<file path="src/rtl/clk_div_pkg.sv">
// clk_div_pkg: shared constants and helpers for the programmable clock divider.
//   DIV_MIN          smallest divisor a channel ever runs with
//   CNT_W_DEF        default counter/divisor width
//   DIV_DEFAULT_DEF  default reset divisor (1 Hz from 100 MHz)
//   div_clamp()      maps divisors 0 and 1 onto DIV_MIN (widths up to 32 bits)
package clk_div_pkg;

    localparam int DIV_MIN         = 2;
    localparam int CNT_W_DEF       = 27;
    localparam int DIV_DEFAULT_DEF = 100000000;

    // Divisors below DIV_MIN would make cnt==div-1 underflow; run them as DIV_MIN.
    function automatic logic [31:0] div_clamp(input logic [31:0] d);
        return (d < 32'(DIV_MIN)) ? 32'(DIV_MIN) : d;
    endfunction

endpackage

</file>
<file path="src/rtl/clk_div_chan.sv">
// clk_div_chan: one divider channel.
//   clk_in    system clock
//   rst       synchronous reset, active-high
//   en        run enable; 0 holds cnt and clk_out
//   align     realign pulse: cnt/clk_out cleared, tick suppressed, pending applied
//   wr        divisor write strobe for this channel
//   wr_div    raw divisor (clamped here)
//   tick      one-cycle pulse at the end of every period
//   clk_out   square wave, low for div/2 counts then high
//   pending   a written divisor waits for the next wrap
module clk_div_chan
    import clk_div_pkg::*;
#(
    parameter int CNT_W       = CNT_W_DEF,
    parameter int DIV_DEFAULT = DIV_DEFAULT_DEF
) (
    input  logic             clk_in,
    input  logic             rst,
    input  logic             en,
    input  logic             align,
    input  logic             wr,
    input  logic [CNT_W-1:0] wr_div,
    output logic             tick,
    output logic             clk_out,
    output logic             pending
);

    logic [CNT_W-1:0] cnt;
    logic [CNT_W-1:0] div;
    logic [CNT_W-1:0] div_pend;
    logic [CNT_W-1:0] cnt_next;
    logic             wrap;

    // div is never below DIV_MIN, so div-1 cannot underflow.
    always_comb begin
        wrap     = en && (cnt == div - 1'b1);
        cnt_next = cnt;
        if (wrap)
            cnt_next = '0;
        else if (en)
            cnt_next = cnt + 1'b1;
    end

    always_ff @(posedge clk_in) begin
        if (rst) begin
            cnt      <= '0;
            div      <= CNT_W'(DIV_DEFAULT);
            div_pend <= CNT_W'(DIV_DEFAULT);
            pending  <= 1'b0;
            tick     <= 1'b0;
            clk_out  <= 1'b0;
        end else if (align) begin
            // Write strobe is dropped on an align edge.
            cnt     <= '0;
            clk_out <= 1'b0;
            tick    <= 1'b0;
            if (pending) begin
                div     <= div_pend;
                pending <= 1'b0;
            end
        end else begin
            cnt  <= cnt_next;
            tick <= wrap;
            // On wrap cnt_next is 0 and div/2 >= 1, so the fall lines up with tick.
            if (en)
                clk_out <= (cnt_next >= (div >> 1));
            if (wrap && pending) begin
                div     <= div_pend;
                pending <= 1'b0;
            end
            // Placed after the apply so a same-edge write stays pending.
            if (wr) begin
                div_pend <= CNT_W'(div_clamp(32'(wr_div)));
                pending  <= 1'b1;
            end
        end
    end

endmodule

</file>
<file path="src/rtl/clk_div_prog.sv">
// clk_div_prog: runtime-programmable multi-channel clock divider.
//   clk_in       system clock
//   rst          synchronous reset, active-high
//   en           per-channel run enable (0 = pause)
//   cfg_wr       one-cycle divisor write strobe
//   cfg_ch       target channel; values >= NUM_CH are ignored
//   cfg_div      new divisor (0 and 1 run as 2)
//   tick         per-channel one-cycle period pulse
//   clk_out      per-channel square wave
//   cfg_pending  per-channel written-but-unapplied flag
//   align        only with CLK_DIV_PHASE_ALIGN_EN defined: restarts all channels together
module clk_div_prog
    import clk_div_pkg::*;
#(
    parameter int NUM_CH      = 4,
    parameter int CNT_W       = CNT_W_DEF,
    parameter int DIV_DEFAULT = DIV_DEFAULT_DEF,
    localparam int CH_W       = (NUM_CH > 1) ? $clog2(NUM_CH) : 1
) (
    input  logic              clk_in,
    input  logic              rst,
    input  logic [NUM_CH-1:0] en,
`ifdef CLK_DIV_PHASE_ALIGN_EN
    input  logic              align,
`endif
    input  logic              cfg_wr,
    input  logic [CH_W-1:0]   cfg_ch,
    input  logic [CNT_W-1:0]  cfg_div,
    output logic [NUM_CH-1:0] tick,
    output logic [NUM_CH-1:0] clk_out,
    output logic [NUM_CH-1:0] cfg_pending
);

    logic align_i;
`ifdef CLK_DIV_PHASE_ALIGN_EN
    assign align_i = align;
`else
    assign align_i = 1'b0;
`endif

    logic [NUM_CH-1:0] wr_sel;

    // Out-of-range cfg_ch matches no index, so such writes fall on the floor.
    genvar i;
    generate
        for (i = 0; i < NUM_CH; i++) begin : g_ch
            assign wr_sel[i] = cfg_wr && (cfg_ch == CH_W'(i));

            clk_div_chan #(
                .CNT_W       (CNT_W),
                .DIV_DEFAULT (DIV_DEFAULT)
            ) u_chan (
                .clk_in  (clk_in),
                .rst     (rst),
                .en      (en[i]),
                .align   (align_i),
                .wr      (wr_sel[i]),
                .wr_div  (cfg_div),
                .tick    (tick[i]),
                .clk_out (clk_out[i]),
                .pending (cfg_pending[i])
            );
        end
    endgenerate

endmodule

</file>
<file path="config.mk">
export PLATFORM = sky130hd
export DESIGN_NAME = clk_div_prog
export DESIGN_NICKNAME = d
export VERILOG_FILES = /design/src/rtl/clk_div_pkg.sv /design/src/rtl/clk_div_chan.sv /design/src/rtl/clk_div_prog.sv
export SDC_FILE = /design/constraint.sdc
export NUM_CORES = 1
export LEC_CHECK = 0
export CAP_MARGIN = 10
export CORE_MARGIN = 2
export CORE_UTILIZATION = 50
export CTS_BUF_LIST = sky130_fd_sc_hd__clkbuf_4 sky130_fd_sc_hd__clkbuf_8
export CTS_CLUSTER_SIZE = 40
export DETAILED_ROUTE_END_ITERATION = 12
export PLACE_DENSITY = 0.69
export SLEW_MARGIN = 15
export SYNTH_ARGS = -nofsm -noshare
export SYNTH_HDL_FRONTEND = slang
export SYNTH_HIERARCHICAL = 1
export SYNTH_SLANG_ARGS = --single-unit
</file>
<file path="constraint.sdc">
create_clock -name clk_in -period 4.3 [get_ports clk_in]
set_input_delay 1.075 -clock clk_in [delete_from_list [all_inputs] [get_ports clk_in]]
set_output_delay 1.075 -clock clk_in [all_outputs]
set_load 0.02 [all_outputs]
</file>
# --- Yosys cells after proc, flatten, opt, wreduce, memory -nomap -nowiden ---
# Index checks and enable logic that the tools add are counted.
totals:
  register_bits: 336
  out_inout_bits: 12
  word_cells: 78
op_classes:
  addsub: 8
  magnitude_cmp: 5
  n_eq_ne: 7
  n_mux: 17
  reduce_logical: 17
ops:
  columns: ["operator", "n"]
  rows:
  - ["27-bit two-way mux", 9]
  - ["27-bit by 1-bit adder with 27-bit output, second input constant", 4]
  - ["27-bit equality test", 4]
  - ["27-bit by 26-bit >= comparator with 1-bit output", 4]
  - ["27-bit by 1-bit subtractor with 27-bit output, second input constant", 4]
  - ["27-bit by 2-bit less-than comparator with 1-bit output, second input constant", 1]
  - ["1-bit logical AND", 12]
  - ["1-bit two-way mux", 8]
  - ["2-bit nonzero test", 4]
  - ["2-bit equality test, second input constant", 2]
  - ["2-bit by 1-bit equality test with 1-bit output, second input constant", 1]
  - ["2-bit zero test", 1]

# --- Depth between registers and ports, before layout ---
logic_depth:
  word_depth: 6
  depth_mapped: 21

# --- Cells and area by module ---
# Netlist, hierarchy kept.
modules_own_cells:
  columns: ["mod", "n_inst", "cells_each", "area_each_um2", "seq_area_each_um2"]
  rows:
  - ["clk_div_chan at g_ch[0].u_chan ...", 3, 686, 5412.7, 1681.6]
  - ["clk_div_chan at g_ch[3].u_chan", 1, 773, 5890.6, 1681.6]
  - ["clk_div_prog", 1, 5, 41.3, 0.0]

# --- Worst setup path before layout ---
# No wires, ideal clock.
synth_path:
  path_kind: "register to register"
  startpoint: "reg g_ch[3].u_chan.div[5]"
  endpoint: "reg g_ch[3].u_chan.clk_out"
  setup_time_ns: 0.091
  arrival_ns: 4.443
  required_ns: 4.209
  path_slack_ns: -0.234
  path_stages_with_launch: 19
  path_cell_list: "dfxtp_1 > or4_1 > buf_2 > or4_1 > or4_4 > a211oi_4 > and3_1 > buf_4 > buf_6 > buf_6 > nor2_1 > ha_1 > nand4_1 > nor4_1 > o21ai_0 > o211ai_1 > a41oi_1 > o32a_1 > a311oi_1"
synth_between:
  elab_chain_cells: 5
synth_lines:
  columns: ["element", "line_no", "rtl"]
  rows:
  - ["start: declaration", "clk_div_chan.sv:29", "logic [CNT_W-1:0] div;"]
  - ["start signal: assignment", "clk_div_chan.sv:47", "div <= CNT_W'(DIV_DEFAULT);"]
  - ["start signal: assignment", "clk_div_chan.sv:58", "div <= div_pend;"]
  - ["start signal: assignment", "clk_div_chan.sv:68", "div <= div_pend;"]
  - ["27-bit by 1-bit subtractor with 27-bit output", "clk_div_chan.sv:36", "wrap = en && (cnt == div - 1'b1);"]
  - ["27-bit equality test", "clk_div_chan.sv:36", null]
  - ["1-bit logical AND", "clk_div_chan.sv:36", null]
  - ["27-bit two-way mux", "clk_div_chan.sv:38", "if (wrap)"]
  - ["via g_ch[3].u_chan.cnt_next[4]", "clk_div_chan.sv:31", "logic [CNT_W-1:0] cnt_next;"]
  - ["27-bit by 26-bit >= comparator with 1-bit output", "clk_div_chan.sv:66", "clk_out <= (cnt_next >= (div >> 1));"]
  - ["end signal: assignment", "clk_div_chan.sv:66", null]
  - ["end: declaration", "clk_div_chan.sv:24", "output logic clk_out,"]
# The timed path passes the listed nets, and every way through them passes these cells.
# A chain may end at the register's enable or synchronous reset.

# --- Worst setup path in the final report ---
layout_path:
  startpoint: "reg g_ch[2].u_chan.div[1]"
  endpoint: "reg g_ch[2].u_chan.clk_out"
layout_between:
  elab_chain_cells: 5
layout_lines:
  columns: ["element", "line_no"]
  rows:
  - ["start: declaration", "clk_div_chan.sv:29"]
  - ["start signal: assignment", "clk_div_chan.sv:47"]
  - ["start signal: assignment", "clk_div_chan.sv:58"]
  - ["start signal: assignment", "clk_div_chan.sv:68"]
  - ["27-bit by 1-bit subtractor with 27-bit output", "clk_div_chan.sv:36"]
  - ["27-bit equality test", "clk_div_chan.sv:36"]
  - ["1-bit logical AND", "clk_div_chan.sv:36"]
  - ["27-bit two-way mux", "clk_div_chan.sv:38"]
  - ["via g_ch[2].u_chan.cnt_next[16]", "clk_div_chan.sv:31"]
  - ["27-bit by 26-bit >= comparator with 1-bit output", "clk_div_chan.sv:66"]
  - ["end signal: assignment", "clk_div_chan.sv:66"]
  - ["end: declaration", "clk_div_chan.sv:24"]
# The timed path passes the listed nets, and every way through them passes these cells.

==> summary.md <==
| Metric | Value |
|---|---|
| Post-DP HPWL | `47.22 mm` |
| Top-count cell post-synth | `sky130_fd_sc_hd__nor2_1` |
| TritonCTS clock tree | `built` |
| Share of total power in sequential cells | `45.9%` |
| Number of synthesized register bits | `336` |
| Post-synth cell types | `85` |
| Highest ir drop seen on vdd | `around 0.21 mV` |
| Switching share of power | `about a quarter` |
| Clock insertion delay at the later pin of the skew report | `0.68 ns` |
| Antenna diode count | `0` |
| Synth area leaders | `sky130_fd_sc_hd__dfxtp_1 30%, sky130_fd_sc_hd__ha_1 6.3%, sky130_fd_sc_hd__nor2_1 6.1%, sky130_fd_sc_hd__nand2_1 5.1%, sky130_fd_sc_hd__xnor2_1 5.0%` |
| FFs w/ async S/R, synth | `0%` |
| CTS clk-pin slew, worst paths | `0.06 ns` |
| Critical path required time | `4.89 ns` |
| Worst stage delay on the critical path | `0.47 ns` |
| Hold violation total from the final report | `0` |
| Count of hold buffers inserted by post-cts repair | `0` |
| Fin util | `61.43%` |
| Logic pwr share | `5.2%` |
| Post-detailed-route via-to-cell ratio | `5.700` |
| Placer congestion estimate | `0.9807` |
| Largest net degree at the start of global routing | `118` |
| Library cell occupying the most area in the post-synthesis netlist | `sky130_fd_sc_hd__dfxtp_1` |
| Kind of critical path | `reg -> reg` |
| Proportion of power drawn by the clock network | `48.9%` |
| Global-route wire length before repair | `approximately 110 mm` |
| Minimum setup slack in the final design | `0.01573 ns` |
| Most numerous cell types in the synthesized netlist | `362 x sky130_fd_sc_hd__nor2_1, 336 x sky130_fd_sc_hd__dfxtp_1, 302 x sky130_fd_sc_hd__nand2_1` |
| H-tree levels | `2` |
| Warnings from Yosys | `6` |
| CP endpoint kind | `flip-flop` |
| Cell count after synthesis | `2836` |
| Number of nets in the finished design | `between 3000 and 4000` |
| Max-slew violation count | `28` |
| Total number of vias | `21300` |
| Critical path arrival | `4.87 ns` |
| Worst hold margin | `between 0.4 and 0.5 ns` |
| Hold path cells | `2` |
| Total GRT Usage | `between 20% and 30%` |
| FMAX | `between 200 and 250 MHz` |
| Ratio of final minimum period to clock period | `99.63%` |
| Number of I/O pins | `48` |
| Total design power | `6.914 mW` |
| Average footprint of a synthesized cell | `7.817 sq um` |
| Ratio of cells with drive above 1 in the final layout | `a little under a fifth` |
| Worst Setup Start Kind | `flip-flop` |
| Detailed-route wire length per cell | `approximately 18 um` |
| Yosys top cell area share | `30.34%` |
| Violations in the final reports | `slew limit` |
| Via count of the first global-routing pass | `20980` |
| Bufs and invs on worst path | `5` |
| Placed cell areas | `0.02473 sq mm` |
| Clk_skew | `approximately 0.031 ns` |
| Pwr Density | `~260 mW/mm^2` |
| Path category of the worst min-delay check | `reg -> reg` |
| Number of DRC markers after the initial detailed-route iteration | `1607` |
| Deepest clock path buffer count | `3` |
| Number of logic stages on the critical path including buffering | `23` |
| Post-layout instance area | `between 0.02 and 0.03 sq mm` |
| Main flop type after synthesis | `sky130_fd_sc_hd__dfxtp_1` |
| Effective utilization at floorplan | `50.35%` |
| Residual antenna-violating net count after detailed routing | `0` |
| Sequential fraction of the synthesis area | `between 30% and 40%` |
| Number of fill cells in the layout | `3943` |
| Slew Limit Headroom | `-49.30%` |
| Drt first pass iters | `5` |
| Unrepaired setup endpoints after global routing | `true` |
| Internal | `5.259 mW` |
| Cell seen most often among critical-path stages | `sky130_fd_sc_hd__nand4_1` |
| Number of antenna violations at the first check in global routing | `1` |
| Standard-cell rows | `77` |
| Die outline width | `214.6 um` |
| Pre-CTS WS | `-0.5334 ns` |
| Count of max-cap constraint violations | `0` |
| CP Cell Sequence | `inv_1, ha_2, nor4b_4, and3_4, buf_6, and3_4, o22a_1, nand4_1, a311o_2, nor4_4, buf_4, clkbuf_16, nor2_2, ha_1, nand4_1, buf_4, nor3_1, nor2_1, o211ai_1, nor3b_2, o21ai_2, nand4_1, a31oi_1` |
| Cell class contributing the biggest share of worst-path delay | `simple AND/OR/NAND/NOR gates` |
| DRC errors left | `0` |
| Leakage | `10.85 nW` |
| Aggregate routed wire length | `65.54 mm` |
| DIE HEIGHT | `214.6 um` |
| Root buffer selected by CTS | `sky130_fd_sc_hd__clkbuf_8` |
| Area added between synthesis and finish | `21.99%` |
| Depth of the most critical reg-to-reg path | `23` |
| Total of buffers placed on input and output ports | `47` |
| Grt total ovfl | `0` |
| Cts bufs inserted | `60` |
| Result of the run | `complete, but fails checks` |
| Number of enable flip-flop cells after synthesis | `0` |
| Area of the mapped netlist | `0.02217 sq mm` |
| Final setup viols | `0` |
| Slowest cell on the critical path | `sky130_fd_sc_hd__nor4b_4` |
| Clock sinks | `336` |
| Standard cell core area | `around 0.044 sq mm` |
| Largest fanout on the critical path | `7` |
| Switching pwr | `between 1.5 and 2 mW` |
| Overall die area | `0.04604 sq mm` |
| Actual transition at the worst max-transition pin | `2.235 ns` |
| Clock period minus worst slack | `4.284 ns` |
## flip-flops by register name (all words and copies together), names as in the netlist
name                  flops
g_ch.u_chan/clk_out       4
g_ch.u_chan/tick          4
g_ch.u_chan/div         108
g_ch.u_chan/cnt         108
g_ch.u_chan/pending       4
g_ch.u_chan/div_pend    108
## worst reg2reg max path: cells and delay by family, from the launching register on
kind	cells	cell delay (ns)
AO/OA/AOI/OAI	5	0.86
adder cells (fa/ha/maj)	2	0.46
buffers and inverters	5	0.64
flip-flops	1	0.31
AND/OR/NAND/NOR	11	1.94
## power by group through the flow
| stage | Clock (mW) | Sequential, mW | Combinational [mW] |
|---|---|---|---|
| 6_report | 3.38 | 3.17 | 0.357 |
| 5_1_grt | 3.60 | 3.18 | 0.385 |
| 4_1_cts | 3.46 | 3.17 | 0.343 |
| 3_5_place_dp | 0 | 3.24 | 0.341 |
| 3_3_place_gp | 0 | 3.24 | 0.333 |
| 2_1_floorplan | 0 | 3.24 | 0.206 |
## area by class of cell
type                       count  area, sq um  share of cell area, %
inverter                     131        491.7                  1.818
multi-input combinational   2214        14770                  54.61
clock buffer                 100         1239                  4.580
clock inverter                 8        118.9                 0.4395
sequential                   336         6738                  24.91
tap                          592        740.7                  2.739
timing repair buffer         356         2948                  10.90
## kinds of logic (layout without fill, tap and decap cells)
group,Yosys count,after routing,synth area share (%)
mux,91,91,4.114
simple gates,1379,1380,32.04
buf+inv,305,595,6.129
compound gates,376,376,11.71
other cells,1,19,0.01691
fa+ha+maj,112,112,6.321
flops,336,336,30.34
xor+xnor,236,236,9.323
## per-layer routing
layer	wire (um)	global-route usage [%]	share of wire [%]
met5	13	0	0.020
met4	2427	11.67	3.7
met3	4221	4.922	6.4
met2	30550	45.81	47
met1	28330	35.25	43
## path summary, 6_finish.rpt
kind / start / endpoint / slack, ns
worst min-delay path: g_ch[2].u_chan/div_pend[4]$_SDFFE_PP0P_ / g_ch[2].u_chan/div_pend[4]$_SDFFE_PP0P_ / 0.46
worst max-delay path: g_ch[2].u_chan/div[1]$_SDFFE_PP0P_ / g_ch[2].u_chan/clk_out$_SDFFE_PP0P_ / 0.02
worst max register to register: g_ch[2].u_chan/div[1]$_SDFFE_PP0P_ / g_ch[2].u_chan/clk_out$_SDFFE_PP0P_ / 0.02
worst min register to register: g_ch[2].u_chan/div_pend[4]$_SDFFE_PP0P_ / g_ch[2].u_chan/div_pend[4]$_SDFFE_PP0P_ / 0.46
## repair_timing
| action | CTS | global route |
|---|---|---|
| endpoints found under the setup margin | 4 | 4 |
| setup buffers | 19 | 21 |
| gates resized for setup | 42 | 88 |
| pin swaps | 19 | 66 |
| cloned | 3 | 1 |
## cell usage in the layout, fill, tap and decap left out, types with 22 or more instances in the layout
cell type,instances
sky130_fd_sc_hd__a21o_1,24
sky130_fd_sc_hd__nor2_1,353
sky130_fd_sc_hd__nand3_1,57
sky130_fd_sc_hd__xor2_1,109
sky130_fd_sc_hd__nor3_1,105
sky130_fd_sc_hd__buf_4,294
sky130_fd_sc_hd__o211ai_1,23
sky130_fd_sc_hd__a21oi_1,96
sky130_fd_sc_hd__nand4_1,82
sky130_fd_sc_hd__and3_1,27
sky130_fd_sc_hd__inv_1,130
sky130_fd_sc_hd__nor4_1,51
sky130_fd_sc_hd__nand3b_1,63
sky130_fd_sc_hd__mux2i_1,90
sky130_fd_sc_hd__nand2_1,302
sky130_fd_sc_hd__a31oi_1,35
sky130_fd_sc_hd__ha_1,105
sky130_fd_sc_hd__clkdlybuf4s50_1,46
sky130_fd_sc_hd__clkbuf_8,78
sky130_fd_sc_hd__o21ai_0,26
sky130_fd_sc_hd__a211oi_1,25
sky130_fd_sc_hd__dfxtp_1,327
sky130_fd_sc_hd__nand2b_1,127
sky130_fd_sc_hd__or3_1,25
sky130_fd_sc_hd__nor2b_1,26
sky130_fd_sc_hd__xnor2_1,126
sky130_fd_sc_hd__clkbuf_4,22
## metrics by stage
stage | instances | setup TNS (ns)
after floorplan | 2854 | 0
after global placement | 3589 | -1.211
after detailed placement | 3589 | -1.520
after CTS | 3719 | 0
after global routing | 3737 | -0.5488
final | 3737 | 0
No activity file was read; power rests on OpenSTA's default activity.
